[src/rtl/axis_if.sv]
// AXI4-Stream handshake bundle shared by the producer (master) and consumer (slave)
// sides of axis_reg_fifo.
interface axis_if #(
  parameter int DATA_WIDTH = 32,
  parameter int KEEP_WIDTH = 4,
  parameter int USER_WIDTH = 1
);
  logic [DATA_WIDTH-1:0] tdata;
  logic [KEEP_WIDTH-1:0] tkeep;
  logic                  tvalid;
  logic                  tready;
  logic                  tlast;
  logic [USER_WIDTH-1:0] tuser;

  modport master (output tdata, tkeep, tvalid, tlast, tuser, input tready);
  modport slave  (input tdata, tkeep, tvalid, tlast, tuser, output tready);
endinterface

[src/rtl/axis_reg_fifo.sv]
// DEPTH-word AXI4-Stream elastic buffer: registered ready, registered head word/valid,
// occupancy, almost-full and flush. Optional packet gating under AXIS_FIFO_PKT_EN.
module axis_reg_fifo #(
  parameter int DATA_WIDTH  = 32,
  parameter int KEEP_ENABLE = (DATA_WIDTH > 8) ? 1 : 0,
  parameter int KEEP_WIDTH  = DATA_WIDTH / 8,
  parameter int USER_WIDTH  = 1,
  parameter int DEPTH       = 4,
  parameter int AFULL_LEVEL = DEPTH - 1,
  parameter int CNT_WIDTH   = $clog2(DEPTH + 1)
) (
  input  logic                 clk,
  input  logic                 rstn,
  input  logic                 flush,
  axis_if.slave                s_axis,
  axis_if.master               m_axis,
  output logic [CNT_WIDTH-1:0] count,
  output logic                 almost_full,
  output logic [CNT_WIDTH-1:0] pkt_count
);
  localparam int PTR_WIDTH  = $clog2(DEPTH);
  localparam int WORD_WIDTH = DATA_WIDTH + KEEP_WIDTH + 1 + USER_WIDTH;
  localparam logic [CNT_WIDTH-1:0] DEPTH_C = CNT_WIDTH'(DEPTH);
  localparam logic [CNT_WIDTH-1:0] AFULL_C = CNT_WIDTH'(AFULL_LEVEL);
  localparam logic [CNT_WIDTH-1:0] CNT_ZERO = {CNT_WIDTH{1'b0}};
  localparam logic [PTR_WIDTH-1:0] PTR_ZERO = {PTR_WIDTH{1'b0}};

  logic [WORD_WIDTH-1:0] mem_r [DEPTH];
  logic [WORD_WIDTH-1:0] head_r;
  logic [PTR_WIDTH-1:0]  wr_ptr_r;
  logic [PTR_WIDTH-1:0]  rd_ptr_r;
  logic [CNT_WIDTH-1:0]  count_r;
  logic                  ready_r;
  logic                  valid_r;
  logic                  afull_r;

  logic                  accept_s;
  logic                  pop_s;
  logic [KEEP_WIDTH-1:0] keep_in_s;
  logic [WORD_WIDTH-1:0] in_word_s;
  logic [WORD_WIDTH-1:0] head_next_s;
  logic [PTR_WIDTH-1:0]  rd_next_s;
  logic [CNT_WIDTH-1:0]  count_next_s;
  logic                  valid_next_s;

  assign accept_s  = s_axis.tvalid & ready_r;
  assign pop_s     = valid_r & m_axis.tready;
  assign keep_in_s = (KEEP_ENABLE != 0) ? s_axis.tkeep : {KEEP_WIDTH{1'b1}};
  assign in_word_s = {s_axis.tdata, keep_in_s, s_axis.tlast, s_axis.tuser};

`ifdef AXIS_FIFO_PKT_EN
  logic [CNT_WIDTH-1:0] pkt_r;
  logic [CNT_WIDTH-1:0] pkt_next_s;
  logic                 head_last_s;

  assign head_last_s = head_r[USER_WIDTH];
  assign pkt_count   = pkt_r;

  // Next occupancy, packet count and output valid (valid waits for a whole packet or a full buffer)
  always_comb begin
    count_next_s = count_r + CNT_WIDTH'(accept_s) - CNT_WIDTH'(pop_s);
    pkt_next_s   = pkt_r + CNT_WIDTH'(accept_s & s_axis.tlast) - CNT_WIDTH'(pop_s & head_last_s);
    valid_next_s = (pkt_next_s != CNT_ZERO) || (count_next_s == DEPTH_C);
  end

  // Packet counter, cleared by reset and flush
  always_ff @(posedge clk) begin
    if (!rstn) begin
      pkt_r <= CNT_ZERO;
    end else if (flush) begin
      pkt_r <= CNT_ZERO;
    end else begin
      pkt_r <= pkt_next_s;
    end
  end
`else
  assign pkt_count = CNT_ZERO;

  // Next occupancy and output valid
  always_comb begin
    count_next_s = count_r + CNT_WIDTH'(accept_s) - CNT_WIDTH'(pop_s);
    valid_next_s = (count_next_s != CNT_ZERO);
  end
`endif

  // Head word for the next cycle: bypass the input when it lands in an otherwise empty buffer
  always_comb begin
    rd_next_s = rd_ptr_r + PTR_WIDTH'(pop_s);
    if (accept_s && (count_r == CNT_WIDTH'(pop_s))) begin
      head_next_s = in_word_s;
    end else begin
      head_next_s = mem_r[rd_next_s];
    end
  end

  // Control state: pointers, occupancy, ready, valid, almost_full
  always_ff @(posedge clk) begin
    if (!rstn) begin
      wr_ptr_r <= PTR_ZERO;
      rd_ptr_r <= PTR_ZERO;
      count_r  <= CNT_ZERO;
      ready_r  <= 1'b0;
      valid_r  <= 1'b0;
      afull_r  <= 1'b0;
    end else if (flush) begin
      wr_ptr_r <= PTR_ZERO;
      rd_ptr_r <= PTR_ZERO;
      count_r  <= CNT_ZERO;
      ready_r  <= 1'b1;
      valid_r  <= 1'b0;
      afull_r  <= 1'b0;
    end else begin
      wr_ptr_r <= wr_ptr_r + PTR_WIDTH'(accept_s);
      rd_ptr_r <= rd_next_s;
      count_r  <= count_next_s;
      ready_r  <= (count_next_s < DEPTH_C);
      valid_r  <= valid_next_s;
      afull_r  <= (count_next_s >= AFULL_C);
    end
  end

  // Datapath storage and output register; contents are don't-care while empty
  always_ff @(posedge clk) begin
    if (accept_s) begin
      mem_r[wr_ptr_r] <= in_word_s;
    end
    head_r <= head_next_s;
  end

  assign s_axis.tready = ready_r;
  assign m_axis.tvalid = valid_r;
  assign m_axis.tuser  = head_r[USER_WIDTH-1:0];
  assign m_axis.tlast  = head_r[USER_WIDTH];
  assign m_axis.tkeep  = head_r[USER_WIDTH+KEEP_WIDTH:USER_WIDTH+1];
  assign m_axis.tdata  = head_r[WORD_WIDTH-1:WORD_WIDTH-DATA_WIDTH];
  assign count         = count_r;
  assign almost_full   = afull_r;
endmodule

[src/flat_wrapper.sv]
// flat-port wrapper written by rule: the top's interface ports become plain ports
module axis_reg_fifo_flat 
#(
  parameter int DATA_WIDTH  = 32,
  parameter int KEEP_ENABLE = (DATA_WIDTH > 8) ? 1 : 0,
  parameter int KEEP_WIDTH  = DATA_WIDTH / 8,
  parameter int USER_WIDTH  = 1,
  parameter int DEPTH       = 4,
  parameter int AFULL_LEVEL = DEPTH - 1,
  parameter int CNT_WIDTH   = $clog2(DEPTH + 1)
)
  (clk, rstn, flush, count, almost_full, pkt_count, s_axis_tdata, s_axis_tkeep, s_axis_tvalid, s_axis_tlast, s_axis_tuser, s_axis_tready, m_axis_tdata, m_axis_tkeep, m_axis_tvalid, m_axis_tlast, m_axis_tuser, m_axis_tready);
  axis_if #(.DATA_WIDTH(DATA_WIDTH), .KEEP_WIDTH(KEEP_WIDTH), .USER_WIDTH(USER_WIDTH)) s_axis_i ();
  axis_if #(.DATA_WIDTH(DATA_WIDTH), .KEEP_WIDTH(KEEP_WIDTH), .USER_WIDTH(USER_WIDTH)) m_axis_i ();
  input  logic clk;
  input  logic rstn;
  input  logic flush;
  output logic [CNT_WIDTH-1:0] count;
  output logic almost_full;
  output logic [CNT_WIDTH-1:0] pkt_count;
  input wire logic [$bits(s_axis_i.tdata)-1:0] s_axis_tdata;
  input wire logic [$bits(s_axis_i.tkeep)-1:0] s_axis_tkeep;
  input wire logic [$bits(s_axis_i.tvalid)-1:0] s_axis_tvalid;
  input wire logic [$bits(s_axis_i.tlast)-1:0] s_axis_tlast;
  input wire logic [$bits(s_axis_i.tuser)-1:0] s_axis_tuser;
  output wire logic [$bits(s_axis_i.tready)-1:0] s_axis_tready;
  output wire logic [$bits(m_axis_i.tdata)-1:0] m_axis_tdata;
  output wire logic [$bits(m_axis_i.tkeep)-1:0] m_axis_tkeep;
  output wire logic [$bits(m_axis_i.tvalid)-1:0] m_axis_tvalid;
  output wire logic [$bits(m_axis_i.tlast)-1:0] m_axis_tlast;
  output wire logic [$bits(m_axis_i.tuser)-1:0] m_axis_tuser;
  input wire logic [$bits(m_axis_i.tready)-1:0] m_axis_tready;
  assign s_axis_i.tdata = s_axis_tdata;
  assign s_axis_i.tkeep = s_axis_tkeep;
  assign s_axis_i.tvalid = s_axis_tvalid;
  assign s_axis_i.tlast = s_axis_tlast;
  assign s_axis_i.tuser = s_axis_tuser;
  assign s_axis_tready = s_axis_i.tready;
  assign m_axis_tdata = m_axis_i.tdata;
  assign m_axis_tkeep = m_axis_i.tkeep;
  assign m_axis_tvalid = m_axis_i.tvalid;
  assign m_axis_tlast = m_axis_i.tlast;
  assign m_axis_tuser = m_axis_i.tuser;
  assign m_axis_i.tready = m_axis_tready;
  axis_reg_fifo #(.DATA_WIDTH(DATA_WIDTH), .KEEP_ENABLE(KEEP_ENABLE), .KEEP_WIDTH(KEEP_WIDTH), .USER_WIDTH(USER_WIDTH), .DEPTH(DEPTH), .AFULL_LEVEL(AFULL_LEVEL), .CNT_WIDTH(CNT_WIDTH)) u_core (.clk(clk), .rstn(rstn), .flush(flush), .s_axis(s_axis_i), .m_axis(m_axis_i), .count(count), .almost_full(almost_full), .pkt_count(pkt_count));
endmodule
[config.mk]
export PLATFORM = sky130hd
export DESIGN_NAME = axis_reg_fifo_flat
export DESIGN_NICKNAME = d
export VERILOG_FILES = /design/src/rtl/axis_if.sv /design/src/rtl/axis_reg_fifo.sv /design/src/flat_wrapper.sv
export SDC_FILE = /design/constraint.sdc
export NUM_CORES = 1
export LEC_CHECK = 0
export ABC_AREA = 1
export CAP_MARGIN = 10
export CELL_PAD_IN_SITES_DETAIL_PLACEMENT = 1
export CELL_PAD_IN_SITES_GLOBAL_PLACEMENT = 1
export CORE_MARGIN = 5
export CORE_UTILIZATION = 39
export DETAILED_ROUTE_END_ITERATION = 12
export GPL_ROUTABILITY_DRIVEN = 1
export PLACE_DENSITY = 0.83
export SYNTH_ARGS = -nofsm -noshare
export SYNTH_HDL_FRONTEND = slang
export SYNTH_SLANG_ARGS = --single-unit
[constraint.sdc]
create_clock -name clk -period 3.97 [get_ports clk]
set_input_delay 0.794 -clock clk [delete_from_list [all_inputs] [get_ports clk]]
set_output_delay 0.794 -clock clk [all_outputs]
set_load 0.02 [all_outputs]
==> results.txt, run 1 <==
status -> finished, final reports clean
drt first-iter violations -> 255
Worst Tran Pin Value -> 967 ps
P_leak -> 3.96 nW
CP Launch Type -> primary input
H-tree lvl count -> 4
Fill cells -> 2,188
Psw -> 0.00135 W
total global routing overflow -> 0
final-stage net count -> 879
Sw Share -> 26.8%
Seq cells post-synth -> 200
GPL Wtd Cong -> 0.735
RSZ-0062 raised after global routing -> no
largest net degree at the start of global routing -> 78
Max clock buf depth -> 2
Int Power -> 0.00370 W
CTS Buf Count -> 17
commonest non-fill, non-tap cell in the layout -> nand2_1
# hold bufs at CTS -> 0
CTS clk-pin slew, worst paths -> 70 ps
# setup viols final -> 0
layout cells sized above 1 -> 5.92%
Final period util -> 67.5%
vias in the first global route -> 5,665
Post-Route WL -> 19,000 µm
Syn-to-layout area delta -> 21.3%
Synth Area per Inst -> 10.4 µm²
Place WS -> 889 ps
Max Cap Viol -> 0
first-pass GRT wire length -> 30,400 µm
Rel. slew slack -> 35.3%
final setup margin -> 1290 ps
Post-Syn Area -> 7850 µm²
per-cell routed wire length -> 17.1 µm
Fin. Hold Viols -> 0
worst-skew pair later-pin latency -> 430 ps
crit path from -> m_axis_tready
hpwl dp -> 10,800 µm
row count -> 51
Gates resized, CTS repair -> 0
type of the worst setup path -> primary input to register
Buffers on Ports -> 86
arrival time at the worst endpoint -> 3060 ps
Die Y -> 152 µm
via count -> 5,302
DRC viols -> 0
pwr dens -> 530 nW/µm²
RR Startpoint -> u_core.m_axis.tvalid
WP data required -> 4350 ps
Hold Path Origin -> u_core.wr_ptr_r[1]
warnings from Yosys -> 0
Sink Count -> 200
Netlist cell types -> 20
Final Max Tran Viols -> 0
ANT nets after route -> 0
Critical Path Fanout Max -> 77
I/O pins -> 90
initial core utilization -> 39.9%
Die Wd -> 152 µm
crit path time final -> 2680 ps
total core area -> 19,700 µm²
setup bufs post-CTS -> 0
Hold Slack -> 591 ps
Antenna diodes -> 0
Clock power frac -> 35.8%
die area -> 23,100 µm²
Comb pwr share -> 16.5%
f_max -> 373 MHz
Detailed Routing Iterations Pass 1 -> 5
initial antenna violation count -> 0
Reg power frac -> 47.8%
most frequent cells in the layout -> nand2_1 (425), edfxtp_1 (152), clkdlybuf4s50_1 (86), dfxtp_1 (48), nand3_1 (42)
Via density -> 4.78
GRT Total Usage -> 16.6%
crit end category -> register
sequential area share after synthesis -> 70.4%
Root Driver -> clkbuf_16
Post-Syn Instances -> 756
CTS tree -> built
Worst IR Drop VDD -> 0.308 mV
Final Skew -> 12.8 ps
Min-Delay Path Class -> register to register
==> cell families (layout without fill, tap and decap cells) <==
kind of cell | Yosys count | after routing | synth area share (%)
AO/OA/AOI/OAI | 2 | 2 | 0.127
XOR/XNOR | 1 | 1 | 0.112
adder cells (fa/ha/maj) | 5 | 5 | 0.893
buffers and inverters | 62 | 148 | 4.42
flip-flops | 200 | 200 | 70.4
other | 1 | 3 | 0.0478
AND/OR/NAND/NOR | 485 | 485 | 24.0
==> layout make-up <==
type | instances | area, µm² | area share, %
Inverter | 22 | 85.1 | 0.894
Tap cell | 265 | 332 | 3.48
Clock inverter | 14 | 181 | 1.91
Sequential cell | 200 | 5530 | 58.0
Clock buffer | 18 | 429 | 4.51
Multi-Input combinational cell | 496 | 2040 | 21.4
Timing Repair Buffer | 94 | 933 | 9.80
==> state kept, by name, summed over array words and instances, names as in the netlist <==
| signal | count |
|---|---|
| u_core.rd_ptr_r | 2 |
| u_core.mem_r | 152 |
| u_core.almost_full | 1 |
| u_core.count | 3 |
| u_core.m_axis.tvalid | 1 |
| u_core.s_axis.tready | 1 |
| u_core.wr_ptr_r | 2 |
| u_core.head_r | 38 |
==> synth_stat cells <==
library cell	count	area, µm²
nand2_1	428	1610
edfxtp_1	152	4560
dfxtp_1	48	961
nand3_1	42	210
inv_1	21	78.8
buf_2	17	85.1
buf_4	12	90.1
nor2_1	8	30.0
buf_6	6	67.6
clkbuf_1	5	18.8
ha_1	4	50.1
nor3_1	4	20.0
nor2_2	2	12.5
conb_1	1	3.75
fa_1	1	20.0
inv_4	1	6.26
nand2_2	1	6.26
o21ai_0	1	5.00
o21ai_1	1	5.00
xnor2_1	1	8.76
==> power by group through the flow <==
stage	logic [W]	clock network (W)	registers (W)
after floorplan	0.000368	0	0.00257
after global placement	0.000809	0	0.00246
after detailed placement	0.000834	0	0.00246
after CTS	0.000847	0.00184	0.00242
after global routing	0.000920	0.00194	0.00242
final	0.000831	0.00181	0.00241
==> worst paths after layout <==
kind                   endpoint  slack (ps)  cells after the start
min reg2reg  u_core.wr_ptr_r[1]         590                      2
max reg2reg   u_core.head_r[34]        1770                     10
min          u_core.wr_ptr_r[1]         590                      2
max           u_core.head_r[34]        1290                     11
==> worst max-delay path, stage by stage <==
cell and delay (ps):
clkdlybuf4s50_1 460, nand2_1 50, inv_1 110, ha_4 340, inv_4 630, nand2_1 100
nand2_1 100, nand2_1 80, nand2_1 160, nand2_1 60, nand2_1 100
==> routing by layer <==
layer / vias to the layer above / GRT usage, % / wire length [µm]
li1: 2577 / - / -
met1: 2586 / 20.0 / 8010
met2: 117 / 29.8 / 10000
met3: 22 / 3.04 / 664
met4: 0 / 6.08 / 286
met5: - / 0 / 0
==> stage by stage <==
step,instances,cell area [µm²],total power [W],TNS [ps],util [%]
detailed placement,1077,8910,0.00330,0,45.3
global route,1109,9520,0.00529,0,48.4
finish,1109,9520,0.00505,0,48.4
global placement,1077,8910,0.00327,0,45.3
floorplan,758,7860,0.00294,-1210,-
CTS,1109,9520,0.00510,0,48.4
No activity file was read; power rests on OpenSTA's default activity.
==> run 2, diff against run 1 <==
--- a/config.mk
+++ b/config.mk
@@ -10,10 +10,10 @@
 export CELL_PAD_IN_SITES_DETAIL_PLACEMENT = 1
 export CELL_PAD_IN_SITES_GLOBAL_PLACEMENT = 1
 export CORE_MARGIN = 5
-export CORE_UTILIZATION = 39
+export CORE_UTILIZATION = 44
 export DETAILED_ROUTE_END_ITERATION = 12
 export GPL_ROUTABILITY_DRIVEN = 1
-export PLACE_DENSITY = 0.83
+export PLACE_DENSITY = 0.87
 export SYNTH_ARGS = -nofsm -noshare
 export SYNTH_HDL_FRONTEND = slang
 export SYNTH_SLANG_ARGS = --single-unit
==> constraint.sdc (replaced) <==
create_clock -name clk -period 2.8 [get_ports clk]
set_input_delay 0.56 -clock clk [delete_from_list [all_inputs] [get_ports clk]]
set_output_delay 0.56 -clock clk [all_outputs]
set_load 0.02 [all_outputs]
==> run 2 against run 1 <==
Effect of this change: worst hold slack worse by 7.9 ps; power grew 38%; final cell count fell by 2.4%; sequential share of layout area down 0.34 points; global-route usage up 3.3 points; critical endpoint is now u_core.m_axis.tvalid; largest power group unchanged.
==> results.txt, run 2 (synthesis results as in run 1) <==
pwr dens -> 730 nW/µm² (+38%)
Detailed Routing Iterations Pass 1 -> 5 (unchanged)
Inst Count DP -> 1,050 (-2.5%)
die area -> 20,600 µm² (-11%)
most frequent cells in the layout -> nand2_1 (425), edfxtp_1 (152), clkdlybuf4s50_1 (86), dfxtp_1 (48), nand3_1 (42)
GRT Total Usage -> 19.9% (+3.3 points)
P_leak -> 4.01 nW (+1.1%)
Max clock buf depth -> 2 (unchanged)
crit path from -> m_axis_tready
type of the worst setup path -> primary input to register
Final Max Tran Viols -> 0 (unchanged)
hpwl dp -> 12,000 µm (+11%)
met3 usage -> 3.99% (+0.95 points)
Place WS -> 222 ps (-666 ps)
row count -> 48 (-5.9%)
Die Wd -> 144 µm (-5.5%)
total core area -> 17,400 µm² (-11%)
Fill cells -> 1,905 (-13%)
GPL Wtd Cong -> 0.764 (+3.9%)
Finished Layout Cells -> 1,082 (-2.4%)
DRC viols -> 0 (unchanged)
Sw Share -> 27.3% (+0.55 points)
Crit-path slowest cell -> clkdlybuf4s50_1
Max Cap Viol -> 0 (unchanged)
ANT nets after route -> 0 (unchanged)
RR Startpoint -> u_core.m_axis.tvalid
initial core utilization -> 45.1% (+5.1 points)
Worst IR Drop VDD -> 0.495 mV (+60%)
Hold Slack -> 583 ps (-7.87 ps)
RSZ-0062 raised after global routing -> no
Root Driver -> clkbuf_16
initial antenna violation count -> 0 (unchanged)
Buffers on Ports -> 86 (unchanged)
Via density -> 5.09 (+6.4%)
layer carrying the most global-route usage -> met2
Crit path buffers/inverters -> 4 (+1)
crit end category -> register
setup bufs post-CTS -> 0 (unchanged)
per-cell routed wire length -> 18.1 µm (+6.0%)
H-tree lvl count -> 4 (unchanged)
Final Skew -> 10.1 ps (-2.70 ps)
total global routing overflow -> 0 (unchanged)
Cell Chain, Critical Path -> clkdlybuf4s50_1, nand2_1, inv_1, ha_1, inv_1, ha_1, fa_1, inv_1, nor2_1, nor2_1, nand2_1
crit path time final -> 2110 ps
setup total negative slack -> 0 ps (unchanged)
max incr delay on CP -> 460 ps (-170 ps)
Reg power frac -> 49.1% (+1.3 points)
grt met1 use -> 23.8% (+3.8 points)
Fin. Hold Viols -> 0 (unchanged)
Sink Count -> 200 (unchanged)
final-stage net count -> 892 (+1.5%)
via count -> 5,502 (+3.8%)
CTS Buf Count -> 17 (unchanged)
commonest non-fill, non-tap cell in the layout -> nand2_1
drt first-iter violations -> 287 (+13%)
f_max -> 474 MHz
arrival time at the worst endpoint -> 2430 ps (-630 ps)
first-pass GRT wire length -> 31,200 µm (+2.8%)
Post-Route WL -> 19,600 µm (+3.5%)
Most flops, register -> u_core.mem_r
met2 usage -> 36.2% (+6.4 points)
I/O pins -> 90 (unchanged)
Gates resized, CTS repair -> 0 (unchanged)
layout cells sized above 1 -> 7.35% (+1.4 points)
Hold Path Origin -> u_core.wr_ptr_r[1]
status -> finished, final reports clean
CTS clk-pin slew, worst paths -> 70 ps (about the same)
CTS tree -> built
WP data required -> 3120 ps (-1230 ps)
Top delay family on crit path -> adder cells
worst-skew pair later-pin latency -> 440 ps (about the same)
largest net degree at the start of global routing -> 55 (-29%)
crit-path most repeated cell -> inv_1
CP Launch Type -> primary input
Comb pwr share -> 17.6% (+1.1 points)
Min-Delay Path Class -> register to register
# hold bufs at CTS -> 0 (unchanged)
vias in the first global route -> 6,043 (+6.7%)
# setup viols final -> 0 (unchanged)
Clock power frac -> 33.3% (-2.5 points)
Die Y -> 144 µm (-5.5%)
final setup margin -> 692 ps (-599 ps)
Int Power -> 0.00508 W (+37%)
Critical Path Fanout Max -> 2 (-97%)
Psw -> 0.00191 W (+41%)
Syn-to-layout area delta -> 22.0%
Antenna diodes -> 0 (unchanged)
Largest register FFs -> 152 (unchanged)
Final period util -> 75.3%
-- run 2: cell count changes in the layout (fill, tap and decap cells not counted), sizes merged --
cell      change
inv           -5
clkinvlp      +2
clkbuf        +1
bufinv        -2
clkinv        +4
buf          +13
-- run 2: area by class of cell --
class / instances / area, µm² / share of cell area (%)
Sequential cell: 200 / 5530 / 57.7
Multi-Input combinational cell: 496 / 2040 / 21.3
Timing Repair Buffer: 107 / 1090 / 11.4
Clock buffer: 19 / 433 / 4.52
Tap cell: 225 / 282 / 2.94
Clock inverter: 13 / 124 / 1.29
Inverter: 22 / 85.1 / 0.888
-- run 2: final timing paths --
path | endpoint | slack [ps] | cells past startpoint
max | u_core.m_axis.tvalid | 690 | 11
min | u_core.wr_ptr_r[1] | 580 | 2
max reg2reg | u_core.m_axis.tvalid | 900 | 10
min reg2reg | u_core.wr_ptr_r[1] | 580 | 2
-- run 2: stage by stage --
step | area (µm²) | power, W | util, %
floorplan | 7860 | 0.00417 | -
global placement | 9020 | 0.00466 | 51.8
detailed placement | 9020 | 0.00472 | 51.8
CTS | 9580 | 0.00704 | 55.0
global route | 9580 | 0.00729 | 55.0
finish | 9580 | 0.00699 | 55.0
-- run 2: metal layers --
layer	wire (µm)	vias up
met5	0	-
met4	233	0
met3	944	19
met2	10300	138
met1	8130	2738
li1	-	2607
-- run 2: power groups by stage --
| stage | sequential (W) | combinational, W | clock [W] |
|---|---|---|---|
| final | 0.00343 | 0.00123 | 0.00233 |
| after global routing | 0.00345 | 0.00135 | 0.00249 |
| after CTS | 0.00343 | 0.00125 | 0.00236 |
| after detailed placement | 0.00349 | 0.00123 | 0 |
| after global placement | 0.00349 | 0.00118 | 0 |
| after floorplan | 0.00365 | 0.000521 | 0 |
-- run 2: worst register-to-register path: stages, from the launching register on --
cell     delay [ps]
dfxtp_1         360
nand2_1          60
inv_1           100
ha_1            240
inv_1           120
ha_1            190
fa_1            420
inv_1            80
nor2_1           60
nor2_1          110
nand2_1          50
